===== src/rtl/gol_pkg.sv =====
// Shared types and Game of Life rule constants for the row sequencer.
package gol_pkg;

  typedef enum logic [1:0] {
    IDLE,
    COMPUTE,
    COMMIT,
    DONE
  } state_t;

  localparam logic [3:0] BIRTH       = 4'd3;
  localparam logic [3:0] SURVIVE_MIN = 4'd2;
  localparam logic [3:0] SURVIVE_MAX = 4'd3;

endpackage


===== src/rtl/gol_row_next.sv =====
// Combinational next-generation row: B3/S23 rule with column wrap-around.
module gol_row_next
  import gol_pkg::*;
#(
  parameter int WIDTH = 8
) (
  input  logic [WIDTH-1:0] i_row_a,
  input  logic [WIDTH-1:0] i_row,
  input  logic [WIDTH-1:0] i_row_b,
  output logic [WIDTH-1:0] o_next
);

  // NOTE: every signal written in always_comb gets a default first, so no path can infer a latch.
  always_comb begin
    o_next = '0;
    for (int i = 0; i < WIDTH; i++) begin : g_col
      int         l;
      int         r;
      logic [3:0] cnt;
      l   = (i + WIDTH - 1) % WIDTH;
      r   = (i + 1) % WIDTH;
      cnt = 4'(i_row_a[l]) + 4'(i_row_a[i]) + 4'(i_row_a[r])
          + 4'(i_row[l])                    + 4'(i_row[r])
          + 4'(i_row_b[l]) + 4'(i_row_b[i]) + 4'(i_row_b[r]);
      if (i_row[i]) o_next[i] = (cnt >= SURVIVE_MIN) && (cnt <= SURVIVE_MAX);
      else          o_next[i] = (cnt == BIRTH);
    end
  end

endmodule


===== src/rtl/gol_sequencer.sv =====
// Game of Life controller: loads a board into the row register file and
// steps it through COMPUTE (read all rows) / COMMIT (write all rows) phases.
module gol_sequencer
  import gol_pkg::*;
#(
  parameter int WIDTH   = 8,
  parameter int REGBITS = 3,
  parameter int GENBITS = 16
) (
  input  logic               ph1,
  input  logic               reset,
  input  logic               load_valid,
  output logic               load_ready,
  input  logic [WIDTH-1:0]   load_data,
  input  logic               start,
  input  logic [GENBITS-1:0] gens,
  output logic               busy,
  output logic               done,
  output logic [GENBITS-1:0] gen_count,
  output logic [REGBITS-1:0] ra,
  input  logic [WIDTH-1:0]   row_a,
  input  logic [WIDTH-1:0]   row,
  input  logic [WIDTH-1:0]   row_b,
  output logic               regwrite,
  output logic [REGBITS-1:0] wa,
  output logic [WIDTH-1:0]   wd
);

  localparam int                 N        = 2 ** REGBITS;
  localparam logic [REGBITS-1:0] LAST_ROW = {REGBITS{1'b1}};

  state_t             r_state;
  logic [REGBITS-1:0] r_row;
  logic [REGBITS-1:0] r_load_ptr;
  logic [GENBITS-1:0] r_remaining;
  logic [GENBITS-1:0] r_gen_count;
  logic               r_load_ready;
  logic [WIDTH-1:0]   r_nxt [N];
  logic [WIDTH-1:0]   w_next_row;
  logic               w_load_fire;

  // load_ready is only ever high in IDLE, so a fired beat implies IDLE.
  assign w_load_fire = load_valid & r_load_ready;

  gol_row_next #(.WIDTH(WIDTH)) u_row_next (
    .i_row_a (row_a),
    .i_row   (row),
    .i_row_b (row_b),
    .o_next  (w_next_row)
  );

  // NOTE: sequential state uses non-blocking assignments so every register samples pre-edge values.
  always_ff @(posedge ph1 or negedge reset) begin
    if (!reset) begin
      r_state      <= IDLE;
      r_row        <= '0;
      r_load_ptr   <= '0;
      r_remaining  <= '0;
      r_gen_count  <= '0;
      r_load_ready <= 1'b0;
    end else begin
      case (r_state)
        IDLE: begin
          r_load_ready <= !start;
          if (w_load_fire) r_load_ptr <= r_load_ptr + 1'b1;
          if (start) begin
            r_gen_count <= '0;
            if (gens != '0) begin
              r_remaining <= gens;
              r_load_ptr  <= '0;
              r_row       <= '0;
              r_state     <= COMPUTE;
            end else begin
              r_state     <= DONE;
            end
          end
        end
        COMPUTE: begin
          r_row <= r_row + 1'b1;
          if (r_row == LAST_ROW) r_state <= COMMIT;
        end
        COMMIT: begin
          r_row <= r_row + 1'b1;
          if (r_row == LAST_ROW) begin
            r_gen_count <= r_gen_count + 1'b1;
            r_remaining <= r_remaining - 1'b1;
            r_state     <= (r_remaining == GENBITS'(1)) ? DONE : COMPUTE;
          end
        end
        DONE: begin
          r_state      <= IDLE;
          r_load_ready <= 1'b1;
        end
        default: r_state <= IDLE;
      endcase
    end
  end

  // NOTE: the nxt buffer has no reset; COMPUTE always rewrites every entry before COMMIT reads it.
  always_ff @(posedge ph1) begin
    if (r_state == COMPUTE) r_nxt[r_row] <= w_next_row;
  end

  always_comb begin
    regwrite = 1'b0;
    wa       = '0;
    wd       = '0;
    if (r_state == COMMIT) begin
      regwrite = 1'b1;
      wa       = r_row;
      wd       = r_nxt[r_row];
    end else if (w_load_fire) begin
      regwrite = 1'b1;
      wa       = r_load_ptr;
      wd       = load_data;
    end
  end

  assign load_ready = r_load_ready;
  assign busy       = (r_state == COMPUTE) || (r_state == COMMIT);
  assign done       = (r_state == DONE);
  assign gen_count  = r_gen_count;
  assign ra         = r_row;

endmodule

===== config.mk =====
export PLATFORM = sky130hd
export DESIGN_NAME = gol_sequencer
export DESIGN_NICKNAME = d
export VERILOG_FILES = /design/src/rtl/gol_pkg.sv /design/src/rtl/gol_row_next.sv /design/src/rtl/gol_sequencer.sv
export SDC_FILE = /design/constraint.sdc
export NUM_CORES = 1
export LEC_CHECK = 0
export CORE_AREA = 2 2 211 130
export DETAILED_ROUTE_END_ITERATION = 7
export DIE_AREA = 0 0 213 132
export GPL_TIMING_DRIVEN = 0
export HOLD_SLACK_MARGIN = 0.06
export PLACE_DENSITY_LB_ADDON = 0.1
export SLEW_MARGIN = 20
export SYNTH_ARGS = -nofsm -noshare
export SYNTH_HDL_FRONTEND = slang
export SYNTH_SLANG_ARGS = --single-unit

===== constraint.sdc =====
create_clock -name ph1 -period 2.7 [get_ports ph1]
set_input_delay 0.27 -clock ph1 [delete_from_list [all_inputs] [get_ports ph1]]
set_output_delay 0.27 -clock ph1 [all_outputs]
set_load 0.02 [all_outputs]

==> impl_summary.log, run 1 <==
[metrics] result of the run: complete, but fails checks
[metrics] violations in the final reports: negative setup slack
[metrics] Peak Freq: 345.2 MHz
[metrics] maximum resistive drop on vdd: 0.0002641 V
[metrics] met2 routed WL: 7.999 mm
[metrics] global route total overflow: 0
[metrics] drt wl/cell: 18.03 microns
[metrics] root buffer cell: clkbuf_16
[metrics] Placed Instance Area: 8045 sq um
[metrics] number of DRC violations after detailed-routing iteration 0: roughly 290
[metrics] Lkg Pwr: 3.405 nW
[metrics] number of synthesized register bits: 105
[metrics] clock slew at the register clock pins of the worst setup and hold paths: 0.08 ns
[metrics] syn avg cell area: between 10 and 15 sq um
[metrics] share of cells above drive strength 1: 22.30%
[metrics] multi-input logic area: 3465 sq um
[metrics] width of the die: between 200 and 250 microns
[metrics] most common flop cell mapped by yosys: edfxtp_1
[metrics] initial antenna violation count: 0
[metrics] final number of max-transition violations: 0
[metrics] sum of negative setup slack: -7.069 ns
[metrics] last weighted congestion value of the routability-driven placer: 0.8091
[metrics] global-route wire length before repair: 29.39 mm
[metrics] Synth Warn #: 0
[metrics] Final Cell Area: slightly below 9000 sq um
[metrics] Post-Syn Instances: 562
[metrics] most common cell after layout, fill and taps aside: edfxtp_1
[metrics] highest-count cells in the layout ignoring fill and taps: 64 x edfxtp_1, 58 x clkdlybuf4s50_1, 50 x inv_1
[metrics] GRT Total Usage: 13.97%
[metrics] H-tree depth reported by CTS: 3
[metrics] final period demand of the worst path: 2.896 ns
[metrics] topmost layer with routed signal wires: met4
[metrics] Seq. cell area: about 3000 sq um
[metrics] DR WL met3: roughly 700 microns
[metrics] overall die area: 28120 sq um
[metrics] Layout Nets: slightly above 800
[metrics] max-capacitance violation count: 0
[metrics] wire length after detailed routing: 19.02 mm
[metrics] data arrival time of the worst path: roughly 3.1 ns
[metrics] DRC viols: 0
[metrics] Hold Violations, Final: 0
[metrics] critical path's top delay family: adder cells
[metrics] number of setup violations in the final report: 64
[metrics] Post-Syn Nets: 682
[metrics] longest individual stage delay on the worst path: 0.48 ns
[metrics] portion of the post-synthesis area used by sequential elements: around 46%
[metrics] metal1 wirelength: 10.21 mm
[metrics] final worst slack: -0.1965 ns
[metrics] leading area contributor after synthesis: edfxtp_1
[metrics] cell row count: 46
[metrics] top-area cell type share of the netlist area: ~30%
[metrics] final antenna diode count: 0
[metrics] starting utilization of the core area: between 20% and 30%
[metrics] setup repair after global routing missed its margin: true
[metrics] kind of launch point of the worst setup path: primary input
[metrics] TritonCTS buffer count: 9
[metrics] detailed-placement wirelength estimate: ~15 mm
[metrics] Worst path slowest cell: fa_1
[metrics] pin count of the biggest net entering global routing: 28
[metrics] cell area power density: between 400 and 500 nW/um^2
[metrics] number of unique standard cell types used by synthesis: 54
[metrics] final clock period utilization by the worst path: 107.3%
[metrics] synth top area cells: edfxtp_1 30%, dfrtp_1 16%, fa_1 10%
[metrics] category of the critical setup timing path: in2reg
[metrics] chain of cells forming the critical path: buf_8 > buf_6 > ha_4 > inv_2 > fa_1 > fa_1 > fa_2 > fa_2 > nor2_1 > nand3_1 > a221oi_4 > buf_6
[metrics] Slew @ Worst Pin: slightly above 1 ns
[metrics] post-route antenna net violation count: 0
[metrics] Final Total Pwr: 4.280 mW
[metrics] Ports: 86
[metrics] proportion of register bits with asynchronous set or reset after synthesis: 39.05%
[metrics] clk sinks: 105
[metrics] Layout fillers: 2632
[metrics] number of I/O port buffers: 85
[metrics] vias: 4798
[metrics] Area growth, synth to finish: 36.46%
[metrics] TritonCTS clock tree: done
[metrics] post-layout util: approximately a third
[metrics] Die H: 132 microns
[metrics] Initial DRT Pass Iterations: 5
[metrics] Hold Path Class: in2async
[metrics] type of destination of the critical path: flip-flop
[metrics] count of buffer and inverter cells on the critical path: 4
[metrics] EDFF count, synth: 64
[metrics] CP Max Fanout: 4
[metrics] Worst EP required: between 2 and 3 ns
[metrics] area of the core: 26070 sq um
[metrics] Worst slew margin: 31.37%
[metrics] Worst Clk Skew: 0.01387 ns
[metrics] routed vias/inst: between 4 and 5
[metrics] cell area after synthesis: 6427 sq um
[metrics] maximum number of buffers from clock root to sink: 2
[metrics] source-to-sink clock delay at the later pin of the worst-skew pair: 0.36 ns
[metrics] via count of the first global-routing pass: 4995
==> stage by stage <==
step,cells,setup slack (ns),hold WS (ns)
3_5_place_dp,1010,-1.166,0.2213
4_1_cts,1051,-0.2840,0.3732
3_3_place_gp,1007,-1.087,0.5272
2_1_floorplan,562,-0.2238,-0.02559
5_1_grt,1055,-0.2871,0.3989
6_report,1055,-0.1965,0.3767
==> cells in the mapped netlist, drive strengths merged (4+ instances only) <==
master  count
mux2i      15
nor3       18
clkbuf     11
dfrtp      41
nand3      29
edfxtp     64
a21oi      17
nor4        9
ha         36
mux4       16
o22ai      10
and3        5
o21ai      28
a22o        7
a221oi      7
xnor2       6
nand2b     21
buf        10
nand2      33
nor2       36
inv        65
or3         4
fa         32
==> cell families after synthesis <==
family | Yosys count | synth area share (%)
flops | 105 | 45.86
compound gates | 90 | 8.935
buf+inv | 86 | 5.236
mux | 33 | 8.293
simple gates | 173 | 13.74
xor+xnor | 7 | 0.9539
fa+ha+maj | 68 | 16.97
==> where the power goes <==
part | switching [mW] | internal, mW | total [mW]
logic | 0.534 | 0.578 | 1.11
registers | 0.00953 | 1.84 | 1.85
clock network | 0.668 | 0.655 | 1.32
==> worst register-to-register path, cell delays in order, from the launching register on <==
cell and delay (ns):
dfrtp_1 0.40, inv_1 0.11, ha_1 0.22, buf_6 0.15, mux2i_1 0.18, and2b_1 0.47
o21ai_2 0.29, or4_1 0.54, nand3_1 0.10
==> worst paths after layout <==
path	startpoint	end	slack, ns	cells after the start
setup / recovery	row_a[6]	r_nxt[2][6]	-0.20	12
hold / removal	reset	gen_count[8]	0.38	2
setup reg to reg	r_state[0]	r_remaining[4]	0.19	8
hold reg to reg	load_ready	load_ready	0.54	2
max in group asynchronous	reset	r_remaining[8]	1.81	3
min in group ph1	load_ready	load_ready	0.54	2
==> flip-flops by register name, summed over array words and instances, names as in the netlist <==
register,cells
gen_count,16
r_load_ptr,3
r_nxt,64
load_ready,1
r_state,2
ra,3
r_remaining,16
==> cell type report <==
cell class | instances | area share, %
Buffer | 20 | 1.812
Clock inverter | 7 | 0.7703
Timing Repair Buffer | 118 | 13.81
Inverter | 65 | 2.782
Tap cell | 360 | 5.136
Multi-Input combinational cell | 371 | 39.50
Sequential cell | 105 | 33.62
Clock buffer | 9 | 2.568
==> per-layer routing <==
layer  up-vias  GRT usage, %
met2        95         19.69
met4         0         2.176
met1      2410         22.14
met5         -             0
li1       2285             -
met3         8         2.716
==> what timing repair did <==
action | 4_1_cts | 5_1_grt
endpoints found under the hold margin | 14 | 0
buffers inserted | 25 | 4
hold buffers | 1 | 0
gates cloned | 0 | 0
pin swaps | 37 | 22
setup endpoints to repair | 92 | 84
resized for setup | 131 | 19
No activity file was read; power rests on OpenSTA's default activity.
==> run 2: changes to the inputs <==
--- a/config.mk
+++ b/config.mk
@@ -5,13 +5,14 @@
 export SDC_FILE = /design/constraint.sdc
 export NUM_CORES = 1
 export LEC_CHECK = 0
-export CORE_AREA = 2 2 211 130
+export CORE_AREA = 2 2 142 88
 export DETAILED_ROUTE_END_ITERATION = 7
-export DIE_AREA = 0 0 213 132
+export DIE_AREA = 0 0 144 90
 export GPL_TIMING_DRIVEN = 0
 export HOLD_SLACK_MARGIN = 0.06
 export PLACE_DENSITY_LB_ADDON = 0.1
-export SLEW_MARGIN = 20
+export REMOVE_ABC_BUFFERS = 1
+export SLEW_MARGIN = 30
 export SYNTH_ARGS = -nofsm -noshare
 export SYNTH_HDL_FRONTEND = slang
 export SYNTH_SLANG_ARGS = --single-unit
==> run 2 against run 1 <==
Against the previous run: the run still ends with negative setup slack left; first-iteration DRC count up 44%; setup slack worse by 0.037 ns; clock skew down 0.0017 ns; cell count down 19%; largest power group unchanged; highest routed layer unchanged.
==> impl_summary.log, run 2 (synthesis results as in run 1) <==
[metrics] result of the run: complete, but fails checks
[metrics] violations in the final reports: negative setup slack
[metrics] post-layout util: 72.91% (+39 points)
[metrics] overall die area: 12960 sq um (-54%)
[metrics] clock slew at the register clock pins of the worst setup and hold paths: 0.08 ns (about the same)
[metrics] root buffer cell: clkbuf_16
[metrics] sequential power share: 42.6% (-0.5 points)
[metrics] type of destination of the critical path: flip-flop
[metrics] combinational cell fraction of total power: 27.2% (+1.2 points)
[metrics] kind of launch point of the worst setup path: primary input
[metrics] share of cells above drive strength 1: 23.73% (+1.4 points)
[metrics] Worst Clk Skew: 0.01220 ns (-0.001671 ns)
[metrics] worst setup timing slack at the placement stage: -1.704 ns (-0.5381 ns)
[metrics] drt wl/cell: 18.67 microns (+3.5%)
[metrics] width of the die: 144 microns (-32%)
[metrics] internal power: 3.104 mW (+1.1%)
[metrics] source-to-sink clock delay at the later pin of the worst-skew pair: 0.35 ns (about the same)
[metrics] Clock Power Share: 30.2% (-0.7 points)
[metrics] cell area power density: 506.1 nW/um^2 (+3.7%)
[metrics] data arrival time of the worst path: 3.15 ns (+0.03 ns)
[metrics] via count of the first global-routing pass: 4864 (-2.6%)
[metrics] clk sinks: 105 (unchanged)
[metrics] most common cell after layout, fill and taps aside: clkdlybuf4s50_1
[metrics] post-route antenna net violation count: 0 (unchanged)
[metrics] max reg flops: 64 (unchanged)
[metrics] routed vias/inst: 5.732 (+26%)
[metrics] Die H: 90 microns (-32%)
[metrics] H-tree depth reported by CTS: 3 (unchanged)
[metrics] R2R setup slack: 0.17 ns (-0.02 ns)
[metrics] max-capacitance violation count: 0 (unchanged)
[metrics] area of the core: 11750 sq um (-55%)
[metrics] global route total overflow: 0 (unchanged)
[metrics] cell row count: 31 (-33%)
[metrics] Worst R2R End: r_remaining[7]
[metrics] highest-count cells in the layout ignoring fill and taps: 68 x clkdlybuf4s50_1, 64 x edfxtp_1, 50 x inv_1
[metrics] GRT Total Usage: 25.32% (+11 points)
[metrics] Worst EP required: 2.92 ns (about the same)
[metrics] Hold Violations, Final: 0 (unchanged)
[metrics] starting utilization of the core area: 54.69% (+30 points)
[metrics] Worst slew margin: 38.89% (+7.5 points)
[metrics] final antenna diode count: 0 (unchanged)
[metrics] TritonCTS buffer count: 9 (unchanged)
[metrics] setup repair after global routing missed its margin: true
[metrics] Slew @ Worst Pin: 0.9132 ns (-0.1124 ns)
[metrics] register with the most flip-flops: r_nxt
[metrics] launch instance of the worst register-to-register path: r_state[0]
[metrics] Worst setup endpoint: r_nxt[4][2]
[metrics] Area growth, synth to finish: 33.31%
[metrics] Ports: 86 (unchanged)
[metrics] Sw Pwr: 1.232 mW (+1.7%)
[metrics] last weighted congestion value of the routability-driven placer: 0.9019 (+11%)
[metrics] initial antenna violation count: 0 (unchanged)
[metrics] Initial DRT Pass Iterations: 5 (unchanged)
[metrics] number of I/O port buffers: 85 (unchanged)
[metrics] final number of max-transition violations: 0 (unchanged)
[metrics] pin count of the biggest net entering global routing: 26 (-7.1%)
[metrics] final worst slack: -0.2330 ns (-0.03654 ns)
[metrics] DRC viols: 0 (unchanged)
[metrics] maximum number of buffers from clock root to sink: 2 (unchanged)
[metrics] final clock period utilization by the worst path: 108.6% (+1.4 points)
[metrics] maximum resistive drop on vdd: 0.0003190 V (+21%)
[metrics] detailed-placement wirelength estimate: 10.53 mm (-28%)
[metrics] Worst R2R Path Depth: 7 (-1)
[metrics] global-route wire length before repair: 25.19 mm (-14%)
[metrics] number of setup violations in the final report: 64 (unchanged)
[metrics] vias: 4884 (+1.8%)
[metrics] Layout Nets: 802 (-0.99%)
[metrics] Hold Path Class: in2async
[metrics] CP Max Fanout: 8 (+4)
[metrics] crit path launch: row_a[2]
[metrics] Lkg Pwr: 3.340 nW (-1.9%)
[metrics] Peak Freq: 340.9 MHz (-1.2%)
[metrics] TritonCTS clock tree: done
[metrics] category of the critical setup timing path: in2reg
[metrics] final period demand of the worst path: 2.933 ns (+0.03654 ns)
[metrics] number of DRC violations after detailed-routing iteration 0: 415 (+44%)
[metrics] wire length after detailed routing: 15.91 mm (-16%)
[metrics] net switching fraction of the power: 28.41% (+0.12 points)
[run 2: through the flow]
step | cells | setup TNS, ns | total power [mW] | instance area [sq um] | hold WS, ns
2_1_floorplan | 541 | -34.42 | 2.330 | 6335 | -0.02559
3_3_place_gp | 791 | -117.88 | 2.538 | 7392 | 0.5273
3_5_place_dp | 792 | -115.10 | 2.607 | 7425 | 0.2343
4_1_cts | 836 | -16.71 | 4.267 | 8341 | 0.3914
5_1_grt | 852 | -12.90 | 4.519 | 8568 | 0.4177
6_report | 852 | -8.786 | 4.336 | 8568 | 0.3811
[run 2: worst min-delay path by stage]
stage,from,endpoint,slack [ns],cells past startpoint
4_1_cts,reset,gen_count[12],0.39,2
3_5_place_dp,reset,gen_count[10],0.23,1
6_report,reset,gen_count[9],0.38,2
2_1_floorplan,reset,gen_count[0],-0.03,0
3_3_place_gp,r_load_ptr[2],r_load_ptr[2],0.53,2
5_1_grt,reset,gen_count[9],0.42,2
[run 2: power groups by stage]
stage	clock network (mW)	logic [mW]	registers (mW)
floorplan	0	0.451	1.88
global placement	0	0.658	1.88
detailed placement	0	0.722	1.88
CTS	1.33	1.09	1.85
global route	1.38	1.28	1.85
finish	1.31	1.18	1.85
[run 2: routing by layer]
metal  track usage, %  up-vias  share of wire, %
met5                0        -                 0
met4            6.127        0               1.4
met3            5.221       19               6.3
met2            38.21      166                46
met1            37.96     2438                46
li1                 -     2261                 -
[run 2: repair_timing]
item | in CTS | in global routing
cloned | 1 | 0
endpoints found under the hold margin | 17 | 0
pin swaps | 40 | 31
buffers inserted | 26 | 16
resized for setup | 121 | 31
endpoints found under the setup margin | 98 | 80
hold buffers | 1 | 0
[run 2: cell type report]
| class | instances | area (sq um) |
|---|---|---|
| Timing Repair Buffer | 129 | 1319 |
| Sequential cell | 105 | 2959 |
| Inverter | 65 | 247.7 |
| Tap cell | 165 | 206.4 |
| Timing Repair inverter | 1 | 7.507 |
| Clock buffer | 9 | 225.2 |
| Fill cell | 821 | 3184 |
| Multi-Input combinational cell | 371 | 3523 |
| Clock inverter | 7 | 80.08 |
[run 2: worst max-delay path, stage by stage]
cell	delay (ns)
buf_8	0.10
buf_6	0.11
ha_4	0.25
inv_2	0.03
fa_1	0.53
fa_1	0.44
fa_2	0.38
fa_2	0.36
nor2_1	0.11
nand3_1	0.13
a221oi_4	0.28
buf_12	0.16
==> run 3: changes to the inputs <==
==> constraint.sdc (replaced) <==
create_clock -name ph1 -period 2.75 [get_ports ph1]
set_input_delay 0.275 -clock ph1 [delete_from_list [all_inputs] [get_ports ph1]]
set_output_delay 0.275 -clock ph1 [all_outputs]
set_load 0.02 [all_outputs]
==> run 3 against run 2 <==
Against the previous run: the run still ends with negative setup slack left; sequential power decreased by 2%; clock skew decreased by 0.0023 ns; combinational power about the same; utilization decreased by 0.35 points; critical path type unchanged; highest routed layer unchanged.
==> impl_summary.log, run 3 (synthesis results as in run 1) <==
[metrics] share of cells above drive strength 1: 22.99% (-0.74 points)
[metrics] violations in the final reports: negative setup slack
[metrics] pin count of the biggest net entering global routing: 26 (unchanged)
[metrics] longest individual stage delay on the worst path: 0.53 ns (about the same)
[metrics] via count of the first global-routing pass: 4855 (-0.19%)
[metrics] Worst Clk Skew: 0.009879 ns (-0.002323 ns)
[metrics] initial antenna violation count: 0 (unchanged)
[metrics] starting utilization of the core area: 54.69% (unchanged)
[metrics] chain of cells forming the critical path: buf_8 > buf_6 > ha_4 > inv_2 > fa_1 > fa_1 > fa_2 > fa_2 > nor2_1 > nand3_1 > a221oi_4 > buf_12
[metrics] final worst slack: -0.1831 ns (+0.04994 ns)
[metrics] Initial DRT Pass Iterations: 5 (unchanged)
[metrics] TritonCTS buffer count: 9 (unchanged)
[metrics] critical path's top delay family: adder cells
[metrics] Worst path slowest cell: fa_1
[metrics] cell row count: 31 (unchanged)
[metrics] max-capacitance violation count: 0 (unchanged)
[metrics] register with the most flip-flops: r_nxt
[metrics] max reg flops: 64 (unchanged)
[metrics] width of the die: 144 microns (unchanged)
[metrics] maximum number of buffers from clock root to sink: 2 (unchanged)
[metrics] most common cell after layout, fill and taps aside: clkdlybuf4s50_1
[metrics] drt wl/cell: 18.75 microns (+0.45%)
[metrics] post-route antenna net violation count: 0 (unchanged)
[metrics] number of I/O port buffers: 85 (unchanged)
[metrics] Layout fillers: 824 (+0.37%)
[metrics] Lkg Pwr: 3.323 nW (-0.52%)
[metrics] Peak Freq: 340.9 MHz
[metrics] final number of max-transition violations: 0 (unchanged)
[metrics] number of DRC violations after detailed-routing iteration 0: 400 (-3.6%)
[metrics] CP Max Fanout: 8 (unchanged)
[metrics] area of the core: 11750 sq um (unchanged)
[metrics] routed vias/inst: 5.716 (-0.29%)
[metrics] highest-count cells in the layout ignoring fill and taps: 68 x clkdlybuf4s50_1, 64 x edfxtp_1, 50 x inv_1
[metrics] final clock period utilization by the worst path: 106.7%
[metrics] worst setup timing slack at the placement stage: -1.659 ns (+0.04500 ns)
[metrics] result of the run: complete, but fails checks
[metrics] global-route wire length before repair: 25.18 mm (about the same)
[metrics] DRC viols: 0 (unchanged)
[metrics] Ports: 86 (unchanged)
[metrics] type of destination of the critical path: flip-flop
[metrics] number of setup violations in the final report: 64 (unchanged)
[metrics] final period demand of the worst path: just under 3 ns
[metrics] kind of launch point of the worst setup path: primary input
[metrics] launch instance of the worst register-to-register path: ra[1]
[metrics] final antenna diode count: 0 (unchanged)
[metrics] data arrival time of the worst path: 3.15 ns (about the same)
[metrics] post-layout util: 72.55% (-0.35 points)
[metrics] clk sinks: 105 (unchanged)
[metrics] category of the critical setup timing path: in2reg
[metrics] GRT Total Usage: 25.31% (about the same)
[metrics] H-tree depth reported by CTS: 3 (unchanged)
[metrics] last weighted congestion value of the routability-driven placer: 0.9019 (unchanged)
[metrics] count of buffer and inverter cells on the critical path: 4 (unchanged)
[metrics] maximum resistive drop on vdd: 0.0002986 V (-6.4%)
[metrics] Slew @ Worst Pin: 0.9243 ns (+0.01109 ns)
[metrics] global route total overflow: 0 (unchanged)
[metrics] detailed-placement wirelength estimate: 10.53 mm (unchanged)
[metrics] Area growth, synth to finish: 32.67%
[metrics] Die H: 90 microns (unchanged)
[metrics] Worst EP required: 2.97 ns (+0.05 ns)
[metrics] overall die area: 12960 sq um (unchanged)
[metrics] vias: 4847 (-0.76%)
[metrics] Hold Violations, Final: 0 (unchanged)
[metrics] setup repair after global routing missed its margin: true
[metrics] Hold Path Class: in2async
[metrics] TritonCTS clock tree: done
[metrics] Layout Nets: 798 (-0.50%)
[metrics] wire length after detailed routing: 15.90 mm (about the same)
[metrics] source-to-sink clock delay at the later pin of the worst-skew pair: 0.35 ns (about the same)
[metrics] cell area power density: 498.9 nW/um^2 (-1.4%)
[metrics] crit path launch: row_a[2]
[metrics] clock slew at the register clock pins of the worst setup and hold paths: 0.08 ns (about the same)
[metrics] root buffer cell: clkbuf_16
[metrics] Worst slew margin: 38.15% (-0.74 points)
==> run 3: final cells by class <==
cell class	count	area, sq um	area share [%]
multi-input cells	371	3516	41.23
repair inverters	1	7.507	0.08804
well taps	165	206.4	2.421
clock inverters	7	80.08	0.9391
inverters	65	247.7	2.905
flip-flops and latches	105	2959	34.70
repair buffers	125	1285	15.07
clock buffers	9	225.2	2.641
==> run 3: report_power, final <==
part	switching [mW]	internal (mW)	leakage [nW]
clock	0.638	0.648	0.146
sequential	0.0113	1.80	1.03
combinational	0.558	0.597	2.15
total	1.21	3.05	3.32
==> run 3: repair_timing <==
item                                   in CTS  in global routing
hold buffers                                1                  0
buffers inserted                           24                 14
setup endpoints to repair                  96                 92
cloned                                      1                  0
pin swaps                                  40                 31
resized for setup                         120                 30
endpoints found under the hold margin      17                  0
==> run 3: final timing paths <==
| check | to | slack, ns | depth (start not counted) |
|---|---|---|---|
| min in group ph1 | r_remaining[3] | 0.53 | 3 |
| hold reg to reg | gen_count[15] | 0.55 | 2 |
| setup reg to reg | gen_count[14] | 0.23 | 8 |
| setup / recovery | r_nxt[4][2] | -0.18 | 12 |
| max in group asynchronous | r_remaining[4] | 1.88 | 3 |
| hold / removal | gen_count[9] | 0.38 | 2 |
==> run 3: routing by layer <==
| layer | vias up | part of all wire [%] | global-route usage [%] |
|---|---|---|---|
| li1 | 2247 | - | - |
| met1 | 2414 | 47 | 37.92 |
| met2 | 164 | 46 | 38.21 |
| met3 | 22 | 5.5 | 5.221 |
| met4 | 0 | 1.5 | 6.127 |
| met5 | - | 0 | 0 |
==> run 3: metrics by stage <==
| step | cells | setup TNS [ns] | power, mW | instance area, sq um | hold slack [ns] |
|---|---|---|---|---|---|
| after detailed placement | 792 | -110.66 | 2.560 | 7425 | 0.2393 |
| after global placement | 791 | -112.63 | 2.492 | 7392 | 0.5273 |
| after CTS | 834 | -13.83 | 4.189 | 8307 | 0.3964 |
| final | 848 | -6.032 | 4.254 | 8527 | 0.3831 |
| after floorplan | 541 | -30.76 | 2.287 | 6335 | -0.02059 |
| after global routing | 848 | -10.02 | 4.434 | 8527 | 0.4227 |
